## src/rtl/multicycle_arith_ctrl_pkg.sv

```systemverilog
// Shared ALU/MIPS definitions: opcode/funct constants, ALU codes, FSM states.
package multicycle_arith_ctrl_pkg;

  localparam int unsigned OP_W     = 6;
  localparam int unsigned FN_W     = 6;
  localparam int unsigned ALU_OP_W = 3;
  localparam int unsigned SRCB_W   = 2;

  // Shared ALU operation codes; ALU_NONE is the idle/don't-care value.
  localparam logic [ALU_OP_W-1:0] ALU_NONE = 3'b000;
  localparam logic [ALU_OP_W-1:0] ALU_ADD  = 3'b010;
  localparam logic [ALU_OP_W-1:0] ALU_SUB  = 3'b011;
  localparam logic [ALU_OP_W-1:0] ALU_AND  = 3'b100;
  localparam logic [ALU_OP_W-1:0] ALU_OR   = 3'b101;
  localparam logic [ALU_OP_W-1:0] ALU_NOR  = 3'b110;
  localparam logic [ALU_OP_W-1:0] ALU_XOR  = 3'b111;

  // ALU B-operand selects (2'b11 is unused).
  localparam logic [SRCB_W-1:0] SRCB_RT   = 2'b00;
  localparam logic [SRCB_W-1:0] SRCB_FOUR = 2'b01;
  localparam logic [SRCB_W-1:0] SRCB_IMM  = 2'b10;

  // Opcodes (IR[31:26]).
  localparam logic [OP_W-1:0] OP_RTYPE = 6'h00;
  localparam logic [OP_W-1:0] OP_ADDI  = 6'h08;
  localparam logic [OP_W-1:0] OP_ANDI  = 6'h0C;
  localparam logic [OP_W-1:0] OP_ORI   = 6'h0D;
  localparam logic [OP_W-1:0] OP_XORI  = 6'h0E;

  // R-type funct codes (IR[5:0]).
  localparam logic [FN_W-1:0] FN_ADD = 6'h20;
  localparam logic [FN_W-1:0] FN_SUB = 6'h22;
  localparam logic [FN_W-1:0] FN_AND = 6'h24;
  localparam logic [FN_W-1:0] FN_OR  = 6'h25;
  localparam logic [FN_W-1:0] FN_XOR = 6'h26;
  localparam logic [FN_W-1:0] FN_NOR = 6'h27;

  typedef enum logic [2:0] {
    ST_IDLE   = 3'd0,
    ST_FETCH  = 3'd1,
    ST_DECODE = 3'd2,
    ST_EXEC   = 3'd3,
    ST_WB     = 3'd4,
    ST_EXC    = 3'd5
  } state_e;

  // Decode result latched in DECODE and replayed in EXEC/WB.
  typedef struct packed {
    logic                legal;
    logic [ALU_OP_W-1:0] alu_op;
    logic                rd_src;
    logic [SRCB_W-1:0]   alu_src_b;
  } decode_t;

  localparam decode_t DECODE_NONE = '{
    legal:     1'b0,
    alu_op:    ALU_NONE,
    rd_src:    1'b0,
    alu_src_b: SRCB_RT
  };

endpackage

```

## src/rtl/arith_decode.sv

```systemverilog
// Combinational opcode/funct classifier for the arithmetic/logic subset.
module arith_decode
  import multicycle_arith_ctrl_pkg::*;
(
  input  logic [OP_W-1:0]     opcode,
  input  logic [FN_W-1:0]     funct,
  output logic                legal,
  output logic [ALU_OP_W-1:0] alu_op,
  output logic                rd_src,
  output logic [SRCB_W-1:0]   alu_src_b
);

  // Classify: R-type uses rt and writes rd, I-type uses imm16 and writes rt.
  always_comb begin
    legal     = 1'b0;
    alu_op    = ALU_NONE;
    rd_src    = 1'b0;
    alu_src_b = SRCB_RT;
    case (opcode)
      OP_RTYPE: begin
        legal = 1'b1;
        case (funct)
          FN_ADD:  alu_op = ALU_ADD;
          FN_SUB:  alu_op = ALU_SUB;
          FN_AND:  alu_op = ALU_AND;
          FN_OR:   alu_op = ALU_OR;
          FN_NOR:  alu_op = ALU_NOR;
          FN_XOR:  alu_op = ALU_XOR;
          default: legal  = 1'b0;
        endcase
      end
      OP_ADDI: begin
        legal     = 1'b1;
        alu_op    = ALU_ADD;
        rd_src    = 1'b1;
        alu_src_b = SRCB_IMM;
      end
      OP_ANDI: begin
        legal     = 1'b1;
        alu_op    = ALU_AND;
        rd_src    = 1'b1;
        alu_src_b = SRCB_IMM;
      end
      OP_ORI: begin
        legal     = 1'b1;
        alu_op    = ALU_OR;
        rd_src    = 1'b1;
        alu_src_b = SRCB_IMM;
      end
      OP_XORI: begin
        legal     = 1'b1;
        alu_op    = ALU_XOR;
        rd_src    = 1'b1;
        alu_src_b = SRCB_IMM;
      end
      default: ;
    endcase
  end

endmodule

```

## src/rtl/multicycle_arith_ctrl.sv

```systemverilog
// Multicycle controller sequencing one shared ALU: IDLE/FETCH/DECODE/EXEC/WB/EXC.
// Outputs are decoded from the state register and latched decode; only the
// FETCH strobes are qualified by mem_ready.
module multicycle_arith_ctrl
  import multicycle_arith_ctrl_pkg::*;
(
  input  logic                clock,
  input  logic                reset,
  input  logic                run,
  input  logic                mem_ready,
  input  logic [OP_W-1:0]     opcode,
  input  logic [FN_W-1:0]     funct,
  output logic                ir_write,
  output logic                pc_write,
  output logic                alu_src_a,
  output logic [SRCB_W-1:0]   alu_src_b,
  output logic [ALU_OP_W-1:0] alu_op,
  output logic                aluout_write,
  output logic                rd_src,
  output logic                reg_write,
  output logic                except,
  output logic                busy
);

  state_e  state_q, state_d;
  decode_t dec_q, dec_d;
  logic    except_q, except_d;

  logic                dec_legal;
  logic [ALU_OP_W-1:0] dec_alu_op;
  logic                dec_rd_src;
  logic [SRCB_W-1:0]   dec_alu_src_b;

  arith_decode u_arith_decode (
    .opcode    (opcode),
    .funct     (funct),
    .legal     (dec_legal),
    .alu_op    (dec_alu_op),
    .rd_src    (dec_rd_src),
    .alu_src_b (dec_alu_src_b)
  );

  // State register.
  always_ff @(posedge clock or negedge reset) begin
    if (!reset) begin
      state_q <= ST_IDLE;
    end else begin
      state_q <= state_d;
    end
  end

  // Latched decode and sticky exception flag.
  always_ff @(posedge clock or negedge reset) begin
    if (!reset) begin
      dec_q    <= DECODE_NONE;
      except_q <= 1'b0;
    end else begin
      dec_q    <= dec_d;
      except_q <= except_d;
    end
  end

  // Next-state and output decode.
  always_comb begin
    state_d      = state_q;
    dec_d        = dec_q;
    except_d     = except_q;
    ir_write     = 1'b0;
    pc_write     = 1'b0;
    alu_src_a    = 1'b0;
    alu_src_b    = SRCB_RT;
    alu_op       = ALU_NONE;
    aluout_write = 1'b0;
    rd_src       = 1'b0;
    reg_write    = 1'b0;
    busy         = 1'b0;
    case (state_q)
      ST_IDLE: begin
        if (run) state_d = ST_FETCH;
      end
      ST_FETCH: begin
        busy = 1'b1;
        if (mem_ready) begin
          ir_write  = 1'b1;
          pc_write  = 1'b1;
          alu_src_a = 1'b0;
          alu_src_b = SRCB_FOUR;
          alu_op    = ALU_ADD;
          state_d   = ST_DECODE;
        end
      end
      ST_DECODE: begin
        busy  = 1'b1;
        dec_d = '{
          legal:     dec_legal,
          alu_op:    dec_alu_op,
          rd_src:    dec_rd_src,
          alu_src_b: dec_alu_src_b
        };
        if (dec_legal) begin
          state_d = ST_EXEC;
        end else begin
          state_d  = ST_EXC;
          except_d = 1'b1;
        end
      end
      ST_EXEC: begin
        busy = 1'b1;
        // An illegal latched class cannot reach EXEC; trap defensively if it does.
        if (dec_q.legal) begin
          alu_src_a    = 1'b1;
          alu_src_b    = dec_q.alu_src_b;
          alu_op       = dec_q.alu_op;
          aluout_write = 1'b1;
          state_d      = ST_WB;
        end else begin
          state_d  = ST_EXC;
          except_d = 1'b1;
        end
      end
      ST_WB: begin
        busy      = 1'b1;
        reg_write = 1'b1;
        rd_src    = dec_q.rd_src;
        state_d   = run ? ST_FETCH : ST_IDLE;
      end
      ST_EXC: begin
        state_d = ST_EXC;
      end
      default: begin
        state_d = ST_IDLE;
      end
    endcase
  end

  assign except = except_q;

endmodule

```

## config.mk

```make
export PLATFORM = sky130hd
export DESIGN_NAME = multicycle_arith_ctrl
export DESIGN_NICKNAME = d
export VERILOG_FILES = /design/src/rtl/multicycle_arith_ctrl_pkg.sv /design/src/rtl/arith_decode.sv /design/src/rtl/multicycle_arith_ctrl.sv
export SDC_FILE = /design/constraint.sdc
export NUM_CORES = 1
export LEC_CHECK = 0
export ABC_CLOCK_PERIOD_IN_PS = 1380
export BUFFER_PORTS_ARGS = -buffer_cell sky130_fd_sc_hd__buf_2
export CORE_MARGIN = 5
export CORE_UTILIZATION = 39
export CTS_CLUSTER_SIZE = 8
export DETAILED_ROUTE_END_ITERATION = 10
export PLACE_DENSITY = 0.83
export SLEW_MARGIN = 10
export SYNTH_ARGS = -nofsm -noshare
export SYNTH_HDL_FRONTEND = slang
export SYNTH_SLANG_ARGS = --single-unit
export TNS_END_PERCENT = 1
```

## constraint.sdc

```tcl
create_clock -name clock -period 1.38 [get_ports clock]
set_input_delay 0.276 -clock clock [delete_from_list [all_inputs] [get_ports clock]]
set_output_delay 0.276 -clock clock [all_outputs]
set_load 0.05 [all_outputs]
```

# After elaboration in Yosys (flattened, before gate mapping)
# Cells that the tools add are included.
# totals
reg_bits,11
input_bits,16
output_inout_bits,13
elab_cells,61
# op_classes
n_eq_ne,19
mux,28
reduce_logical,8
# op_table
operator,count
6-bit == test (second input constant),6
3-bit case mux with 6 select lines,2
6-bit by 4-bit == test with 1-bit output (second input constant),4
3-bit case mux with 5 select lines,1
1-bit two-way mux,14
3-bit two-way mux,4
2-bit inequality test (second input constant),4
4-bit OR reduction,2
3-bit by 2-bit == test with 1-bit output (second input constant),2
3-bit == test (second input constant),2
6-bit zero test,1
2-bit two-way mux,3
3-bit case mux with 2 select lines,1
6-bit OR reduction,1
1-bit case mux with 2 select lines,2
2-bit case mux with 2 select lines,1
3-bit by 1-bit == test with 1-bit output (second input constant),1
3-bit zero test,1
3-bit AND reduction,1
2-bit AND reduction,1
2-bit nonzero test,1

# Depth between registers and ports, before layout
# Gate-level depths: netlist of run 1.
# depth
ltp_word,6
ltp_mapped,5
depth_no_buf,4

# Hierarchy
# From an unflattened synthesis of run 1, not the netlist that was laid out.
# hier_totals
hier_cells,75
area_unflattened_um2,763.2
# modules_own_cells
module,n_inst,cells_per_inst,area_per_inst_um2,seq_area_each_um2
multicycle_arith_ctrl,1,51,591.8,275.3
arith_decode,1,24,171.4,0.0

# Worst setup path after synthesis of run 1
# OpenSTA, ideal clock, no wires.
# synth_timing
path_type,flip-flop to output port
start,register state_q[2]
end,output alu_op[1]
t_arrival_ps,2376
required_time_ps,1104
slack_ps,-1272
stages_incl_launch_ff,4
n_path_buf,0
cell_sequence,dfrtp_1 -> nand2b_1 -> nor3b_1 -> a21o_1
# synth_between
elab_chain_cells,2
word_cells_on_any_way,3
classes_between,eq/ne (2); mux (1)
# synth_lines
element,line,source
start: declaration,multicycle_arith_ctrl.sv:25,"state_e state_q, state_d;"
start signal: assignment,multicycle_arith_ctrl.sv:48,state_q <= state_d;
3-bit by 2-bit == test with 1-bit output / 3-bit by 1-bit == test with 1-bit output (equally long branches),multicycle_arith_ctrl.sv:77,case (state_q)
3-bit case mux with 2 select lines *,multicycle_arith_ctrl.sv:77,
end: declaration,multicycle_arith_ctrl.sv:17,"output logic [ALU_OP_W-1:0] alu_op,"
# Mark *: on every way between the ends. The rest lies on a longest branch, timed or not.

# Worst setup path after layout of run 1
# Ends and elaborated chain as after synthesis.

==> results of run 1 <==
[worst max-delay path, stage by stage (launching register included)]
cell	delay (ns)
dfrtp_1	0.40
nand2b_4	0.16
nor3b_4	0.28
a21o_4	0.14
buf_8	0.14
[routing by layer]
| metal | global-route usage, % | up-vias | routed length [um] |
|---|---|---|---|
| li1 | - | 318 | - |
| met1 | 13.2 | 272 | 559 |
| met2 | 22.3 | 24 | 749 |
| met3 | 3.67 | 2 | 117 |
| met4 | 6.55 | 0 | 24 |
| met5 | 0 | - | 0 |
[power by group through the flow]
stage | clock [mW] | sequential [mW] | combinational (mW)
finish | 0.202 | 0.451 | 1.14
global route | 0.219 | 0.470 | 1.22
CTS | 0.206 | 0.454 | 1.07
detailed placement | 0 | 0.449 | 0.920
global placement | 0 | 0.443 | 0.900
floorplan | 0 | 0.431 | 0.724
[state kept, by name (all words and copies together) (netlist names)]
name,count
dec_q,5
state_q,3
except,1
[repair_timing]
| item | in CTS | in global routing |
|---|---|---|
| hold endpoints to repair | 9 | 0 |
| hold buffers | 1 | 0 |
| gates resized for setup | 26 | 6 |
| setup endpoints to repair | 12 | 14 |
| buffers inserted | 2 | 0 |
| pin swaps | 2 | 1 |
[path summary, 6_finish.rpt]
check                                start    endpoint  slack [ns]  depth (start not counted)
worst min register to register      except      except        0.48                          2
max in group asynchronous            reset  state_q[0]        0.81                          2
worst max register to register  state_q[2]    dec_q[6]        0.05                          4
worst min-delay path              funct[2]    dec_q[5]        0.29                          3
worst max-delay path            state_q[2]   alu_op[1]       -0.27                          4
min in group asynchronous            reset    dec_q[3]        0.39                          2
[cell usage in the layout, fill, tap and decap left out, types with 2 or more instances in the layout]
| cell | Yosys | final |
|---|---|---|
| clkbuf_4 | 0 | 3 |
| buf_6 | 0 | 7 |
| nand2_1 | 5 | 5 |
| dfrtp_1 | 9 | 9 |
| o21ai_0 | 5 | 5 |
| buf_2 | 1 | 16 |
| and2_2 | 0 | 3 |
| buf_4 | 3 | 11 |
| nor2_1 | 5 | 4 |
| inv_1 | 3 | 3 |
| nor2b_1 | 2 | 2 |
| buf_8 | 0 | 3 |
| and3_4 | 0 | 2 |
| a31oi_1 | 4 | 4 |
| xor2_1 | 2 | 2 |
[final cells by class]
| type | instances | area (um2) | area share, % |
|---|---|---|---|
| Clock buffer | 4 | 26.3 | 2.69 |
| Inverter | 3 | 11.3 | 1.15 |
| Multi-Input combinational cell | 52 | 397 | 40.6 |
| Sequential cell | 9 | 225 | 23.1 |
| Tap cell | 16 | 20.0 | 2.05 |
| Timing Repair Buffer | 38 | 297 | 30.4 |
[logic make-up after synthesis]
logic type	after synthesis	synth area share (%)
flops	9	37.2
simple gates	31	28.3
xor+xnor	3	4.34
fa+ha+maj	1	1.86
buf+inv	8	7.23
mux	1	1.86
compound gates	16	19.2
[per-stage QoR]
step	setup WS [ns]	area (um2)	std cells	hold WS (ns)	utilization (%)
after floorplan	-0.344	644	69	-0.0196	-
after global placement	-0.0724	817	115	0.132	54.9
after detailed placement	-0.122	817	115	0.137	54.9
after CTS	-0.280	952	122	0.288	63.9
after global routing	-0.351	976	122	0.301	65.5
final	-0.265	976	122	0.290	65.5
==> metrics.csv, run 1 <==
stage;metric;value;unit
global_route;largest net degree at the start of global routing;10;
min_path;HP Class;primary input to flip-flop;
routing;Via density;5.05;
logic_synthesis;ranking of synthesized cells by area;dfrtp_1, a31oi_1, and2_1;
global_route;GRT Util Overall;12.6;%
logic_synthesis;top cells by count, synth;dfrtp_1, nand2_1, nor2_1, o21ai_0;
power;Combinational Power Share;63.6;%
power;Switch Pwr;0.799;mW
power;register share of total power;25.2;%
outcome;failing checks;setup timing;
global_route;antenna violations before repair;0;
layout;synthesis-to-layout area growth;61.2;%
worst_setup_path;Critical Path Sink Type;primary output;
layout;Filler cells;121;
power;LEAKAGE;0.452;nW
global_route;vias in the first global route;595;
logic_synthesis;Synth Warn #;0;
logic_synthesis;Synth area leader;dfrtp_1;
worst_setup_path;Worst Path Required;1.10;ns
floorplanning;num rows;14;
routing;post-route ant nets;0;
timing;Fmax;608;MHz
layout;proportion of layout cells with a drive suffix above 1;55.7;%
routing;drt pass-1 iters;4;
logic_synthesis;Seq/Total Area, Yosys;37.2;%
timing;Rel. slew slack;81.4;%
flow_run;maximum capacitance violations;0;
worst_setup_path;CP max FO;5;
routing;routed wire length per instance;11.9;um
logic_synthesis;Primary FF master, synth;dfrtp_1;
place;Buffers on Ports;28;
place;routability cong.;0.820;
worst_setup_path;CP Class;flip-flop to primary output;
timing;Slew Limit Fails;0;
cts;Clock Latency Late Sink;0.26;ns
logic_synthesis;asr flop ratio synth;100;%
logic_synthesis;post-synth net total;85;
timing;worst clock skew;0.00253;ns
routing;drt drc;0;
logic_synthesis;Synth Instances;69;
cts;clk sinks;9;
power;Max VDD drop;1040;uV
timing;Final setup viols;12;
routing;DR iter-0 viols;7;
logic_synthesis;Avg Cell Area, Syn;8.78;um2
timing;final worst path period share;119;%
logic_synthesis;EDFF count, synth;0;
layout;nets@finish;123;
cts;CTS clk-pin slew, worst paths;0.06;ns
floorplanning;CORE AREA;0.00149;mm2
floorplanning;die width;49.4;um
power;Sw Share;44.5;%
global_route;total grt overflow;0;
cts;CTS root buf;clkbuf_4;
floorplanning;num ports;29;
power;clock network power share;11.3;%
logic_synthesis;cell with the most instances after synthesis;dfrtp_1;
cts;CTS tree;built;
timing;Final Hold Fails;0;
outcome;status;finished with violations;
logic_synthesis;Yosys cell types;33;
global_route;first-pass GRT wire length;2440;um
logic_synthesis;Yosys top cell area share;37.2;%
routing;Via Count;616;
power;pwr dens;1840;mW/mm2
worst_setup_path;Worst setup SP type;flip-flop;
routing;Total Routed Length;1450;um
floorplanning;DIE AREA;0.00244;mm2
timing;worst-margin pin slew;0.278;ns
logic_synthesis;Yosys reg bits;9;
timing;RSZ-0062 raised after global routing;true;
cts;clock tree buffer depth;2;
cts;Num CTS Buffers;3;
power;Pwr Total;1.79;mW
timing;fin crit period;1.65;ns
cts;level count of the clock H-tree;1;
floorplanning;chip height;49.4;um
floorplanning;Initial Utilization;40.7;%
layout;ANT cells;0;
power;Internal Pwr Total;0.995;mW
timing;Setup WS post-layout;-0.265;ns
timing;Setup TNS Final;-2.55;ns
logic_synthesis;Mapped Area;606;um2
worst_setup_path;Worst Path Arrival;1.37;ns
Power figures use the tool's default switching activity.
==> run 2, diff against run 1 <==
--- a/config.mk
+++ b/config.mk
@@ -5,13 +5,15 @@
 export SDC_FILE = /design/constraint.sdc
 export NUM_CORES = 1
 export LEC_CHECK = 0
+export ABC_AREA = 1
 export ABC_CLOCK_PERIOD_IN_PS = 1380
 export BUFFER_PORTS_ARGS = -buffer_cell sky130_fd_sc_hd__buf_2
+export CAP_MARGIN = 40
 export CORE_MARGIN = 5
-export CORE_UTILIZATION = 39
+export CORE_UTILIZATION = 42
 export CTS_CLUSTER_SIZE = 8
 export DETAILED_ROUTE_END_ITERATION = 10
-export PLACE_DENSITY = 0.83
+export PLACE_DENSITY = 0.84
 export SLEW_MARGIN = 10
 export SYNTH_ARGS = -nofsm -noshare
 export SYNTH_HDL_FRONTEND = slang
==> metrics.csv, run 2 <==
stage;metric;value;unit;change
logic_synthesis;Primary FF master, synth;dfrtp_1;;
power;Pwr Total;1.81;mW;+1.1%
layout;Final Cell Area;0.00110;mm2;+13%
global_route;grt peak-use layer;met2;;
layout;synthesis-to-layout area growth;48.8;%;
cts;Clock Latency Late Sink;0.26;ns;about the same
routing;drt drc;0;;unchanged
worst_setup_path;CP peak stage delay;0.43;ns;+0.03 ns
layout;commonest non-fill, non-tap cell in the layout;nand2_1;;
cts;clock tree buffer depth;2;;unchanged
power;Max VDD drop;924;uV;-11%
layout;area occupied by multi-input gates;457;um2;+15%
layout;fin cells;178;;+46%
routing;Total Routed Length;1820;um;+25%
layout;Largest register FFs;5;;unchanged
logic_synthesis;cell with the most instances after synthesis;nand2_1;;
cts;level count of the clock H-tree;1;;unchanged
global_route;grt met3 use;1.43;%;-2.2 points
place;Buffers on Ports;28;;unchanged
logic_synthesis;Synth Warn #;0;;unchanged
worst_setup_path;critical path buffer and inverter count;2;;+1
power;LEAKAGE;0.591;nW;+31%
global_route;grt met2 use;29.7;%;+7.4 points
cts;Num CTS Buffers;3;;unchanged
global_route;met1 global-route usage;16.2;%;+3.0 points
cts;CTS tree;built;;
floorplanning;chip height;52.0;um;+5.2%
worst_setup_path;cells along the critical path;nor2_4, nand2_2, buf_4, nand4_1, buf_6;;
power;Sw Share;49.2;%;+4.6 points
global_route;GRT Util Overall;15.6;%;+3.0 points
floorplanning;die width;52.0;um;+5.2%
floorplanning;DIE AREA;0.00270;mm2;+11%
place;placed insts;173;;+50%
logic_synthesis;EDFF count, synth;0;;unchanged
cts;clk sinks;9;;unchanged
logic_synthesis;Avg Cell Area, Syn;6.39;um2;-27%
floorplanning;Initial Utilization;43.4;%;+2.7 points
power;Combinational Power Share;64.6;%;+1.0 points
logic_synthesis;post-synth net total;132;;+55%
worst_setup_path;R2R setup slack;0.10;ns;+0.05 ns
logic_synthesis;top cells by count, synth;nand2_1, inv_1, nor2_1;;
timing;fin crit period;1.62;ns;-0.0215 ns
power;Internal Pwr Total;0.922;mW;-7.3%
routing;Via Count;843;;+37%
outcome;failing checks;setup timing;;
place;Placed Area;963;um2;+18%
place;dpl ws;-0.0872;ns;+0.0349 ns
floorplanning;num rows;15;;+1
place;routability cong.;0.812;;-0.91%
worst_setup_path;Worst path slowest cell;dfrtp_2;;
global_route;vias in the first global route;801;;+35%
routing;post-route ant nets;0;;unchanged
routing;DR iter-0 viols;16;;+9
global_route;total grt overflow;0;;unchanged
routing;Via density;4.74;;-6.2%
layout;Filler cells;166;;+37%
logic_synthesis;Mapped Area;741;um2;+22%
routing;routed wire length per instance;10.2;um;-14%
logic_synthesis;ranking of synthesized cells by area;dfrtp_1, nand2_1, inv_1;;
layout;nets@finish;170;;+38%
timing;final worst path period share;118;%;-1.6 points
layout;most frequent cells in the layout;nand2_1, inv_1, buf_2;;
global_route;first-pass GRT wire length;3220;um;+32%
power;pwr dens;1640;mW/mm2;-11%
layout;proportion of layout cells with a drive suffix above 1;41.8;%;-14 points
flow_run;maximum capacitance violations;0;;unchanged
cts;CTS root buf;clkbuf_4;;
timing;Slew Limit Fails;0;;unchanged
worst_setup_path;CP Class;flip-flop to primary output;;
worst_setup_path;Critical Path Sink Type;primary output;;
cts;CTS clk-pin slew, worst paths;0.05;ns;about the same
timing;Final Hold Fails;0;;unchanged
logic_synthesis;asr flop ratio synth;100;%;unchanged
logic_synthesis;Seq/Total Area, Yosys;30.4;%;-6.8 points
global_route;largest net degree at the start of global routing;10;;unchanged
timing;Rel. slew slack;83.4;%;+2.0 points
worst_setup_path;Worst setup SP type;flip-flop;;
logic_synthesis;Synth area leader;dfrtp_1;;
place;Post-DP HPWL;1530;um;
power;register share of total power;24.5;%;-0.7 points
power;clock network power share;10.8;%;-0.5 points
logic_synthesis;Yosys top cell area share;30.4;%;-6.8 points
routing;drt pass-1 iters;4;;unchanged
floorplanning;CORE AREA;0.00171;mm2;+15%
power;Switch Pwr;0.891;mW;+12%
floorplanning;num ports;29;;unchanged
timing;RSZ-0062 raised after global routing;true;;
layout;register area;226;um2;+0.56%
timing;Setup WS post-layout;-0.244;ns;+0.0215 ns
outcome;status;finished with violations;;
logic_synthesis;Synth Instances;116;;+68%
worst_setup_path;Worst Path Arrival;1.35;ns;-0.02 ns
timing;Fmax;616;MHz;+1.3%
logic_synthesis;Yosys reg bits;9;;unchanged
layout;ANT cells;0;;unchanged
worst_setup_path;CP max FO;6;;+1
timing;Setup TNS Final;-2.20;ns;+0.351 ns
timing;worst clock skew;0.00331;ns;+0.000789 ns
timing;worst-margin pin slew;0.250;ns;-0.0278 ns
worst_setup_path;Worst Path Required;1.10;ns;about the same
min_path;HP Class;primary input to flip-flop;;
logic_synthesis;Yosys cell types;19;;-42%
global_route;antenna violations before repair;0;;unchanged
layout;Biggest register;dec_q;;
timing;Final setup viols;12;;unchanged
worst_setup_path;CP delay by family, top;flip-flops;;
[run 2: cell types whose count changed after synthesis, moves of 4 or more]
cell	delta
nand3_1	+11
nand2_1	+25
a31oi_1	-4
and2_1	-4
inv_1	+17
nor2_1	+11
[run 2: routing by layer]
metal	routed length, um	part of all wire [%]	vias up
met1	706	39	377
met3	133	7.3	5
li1	-	-	429
met5	0	0	-
met2	938	52	32
met4	40	2.2	0
[run 2: cell type report]
cell class                      instances  share of cell area (%)
Inverter                               23                    7.83
Clock buffer                            4                    2.38
Multi-Input combinational cell         81                    41.4
Sequential cell                         9                    20.5
Timing Repair Buffer                   36                    25.0
Tap cell                               25                    2.84
[run 2: worst reg2reg max path, cell delays in order (launching register included)]
cell and delay [ns]:
dfrtp_2 0.43, or2_4 0.27, nor2_8 0.09, buf_4 0.16, nand2_1 0.06, o22a_1 0.17
[run 2: repair_timing]
action                                  4_1_cts  5_1_grt
gates resized for setup                      26        6
hold endpoints to repair                      9        0
hold buffers                                  1        0
buffers inserted                              0        0
endpoints found under the setup margin       13       13
cloned                                        0        0
pin swaps                                     4        0
[run 2: metrics by stage]
step,hold WS [ns],utilization [%]
detailed placement,0.135,56.4
global route,0.281,64.5
global placement,0.134,56.4
CTS,0.269,63.2
floorplan,-0.0196,-
finish,0.283,64.5
[run 2: final timing paths]
kind                                 start          to  cells after the start
worst max-delay path            state_q[2]        busy                      5
worst min-delay path             mem_ready  state_q[0]                      2
worst max register to register  state_q[2]    dec_q[5]                      5
worst min register to register      except      except                      2
max in group asynchronous            reset  state_q[2]                      2
min in group asynchronous            reset      except                      2
[run 2: power by group through the flow]
stage               sequential [mW]  clock [mW]  combinational [mW]
floorplan                     0.424           0               0.753
CTS                           0.441       0.205                1.14
global route                  0.460       0.225                1.26
global placement              0.437           0               0.988
finish                        0.445       0.196                1.17
detailed placement            0.442           0                1.01
[run 2: kinds of logic after synthesis]
| family | count (synthesis) | synth area share [%] |
|---|---|---|
| flops | 9 | 30.4 |
| simple gates | 73 | 48.6 |
| compound gates | 8 | 6.25 |
| buf+inv | 26 | 14.7 |
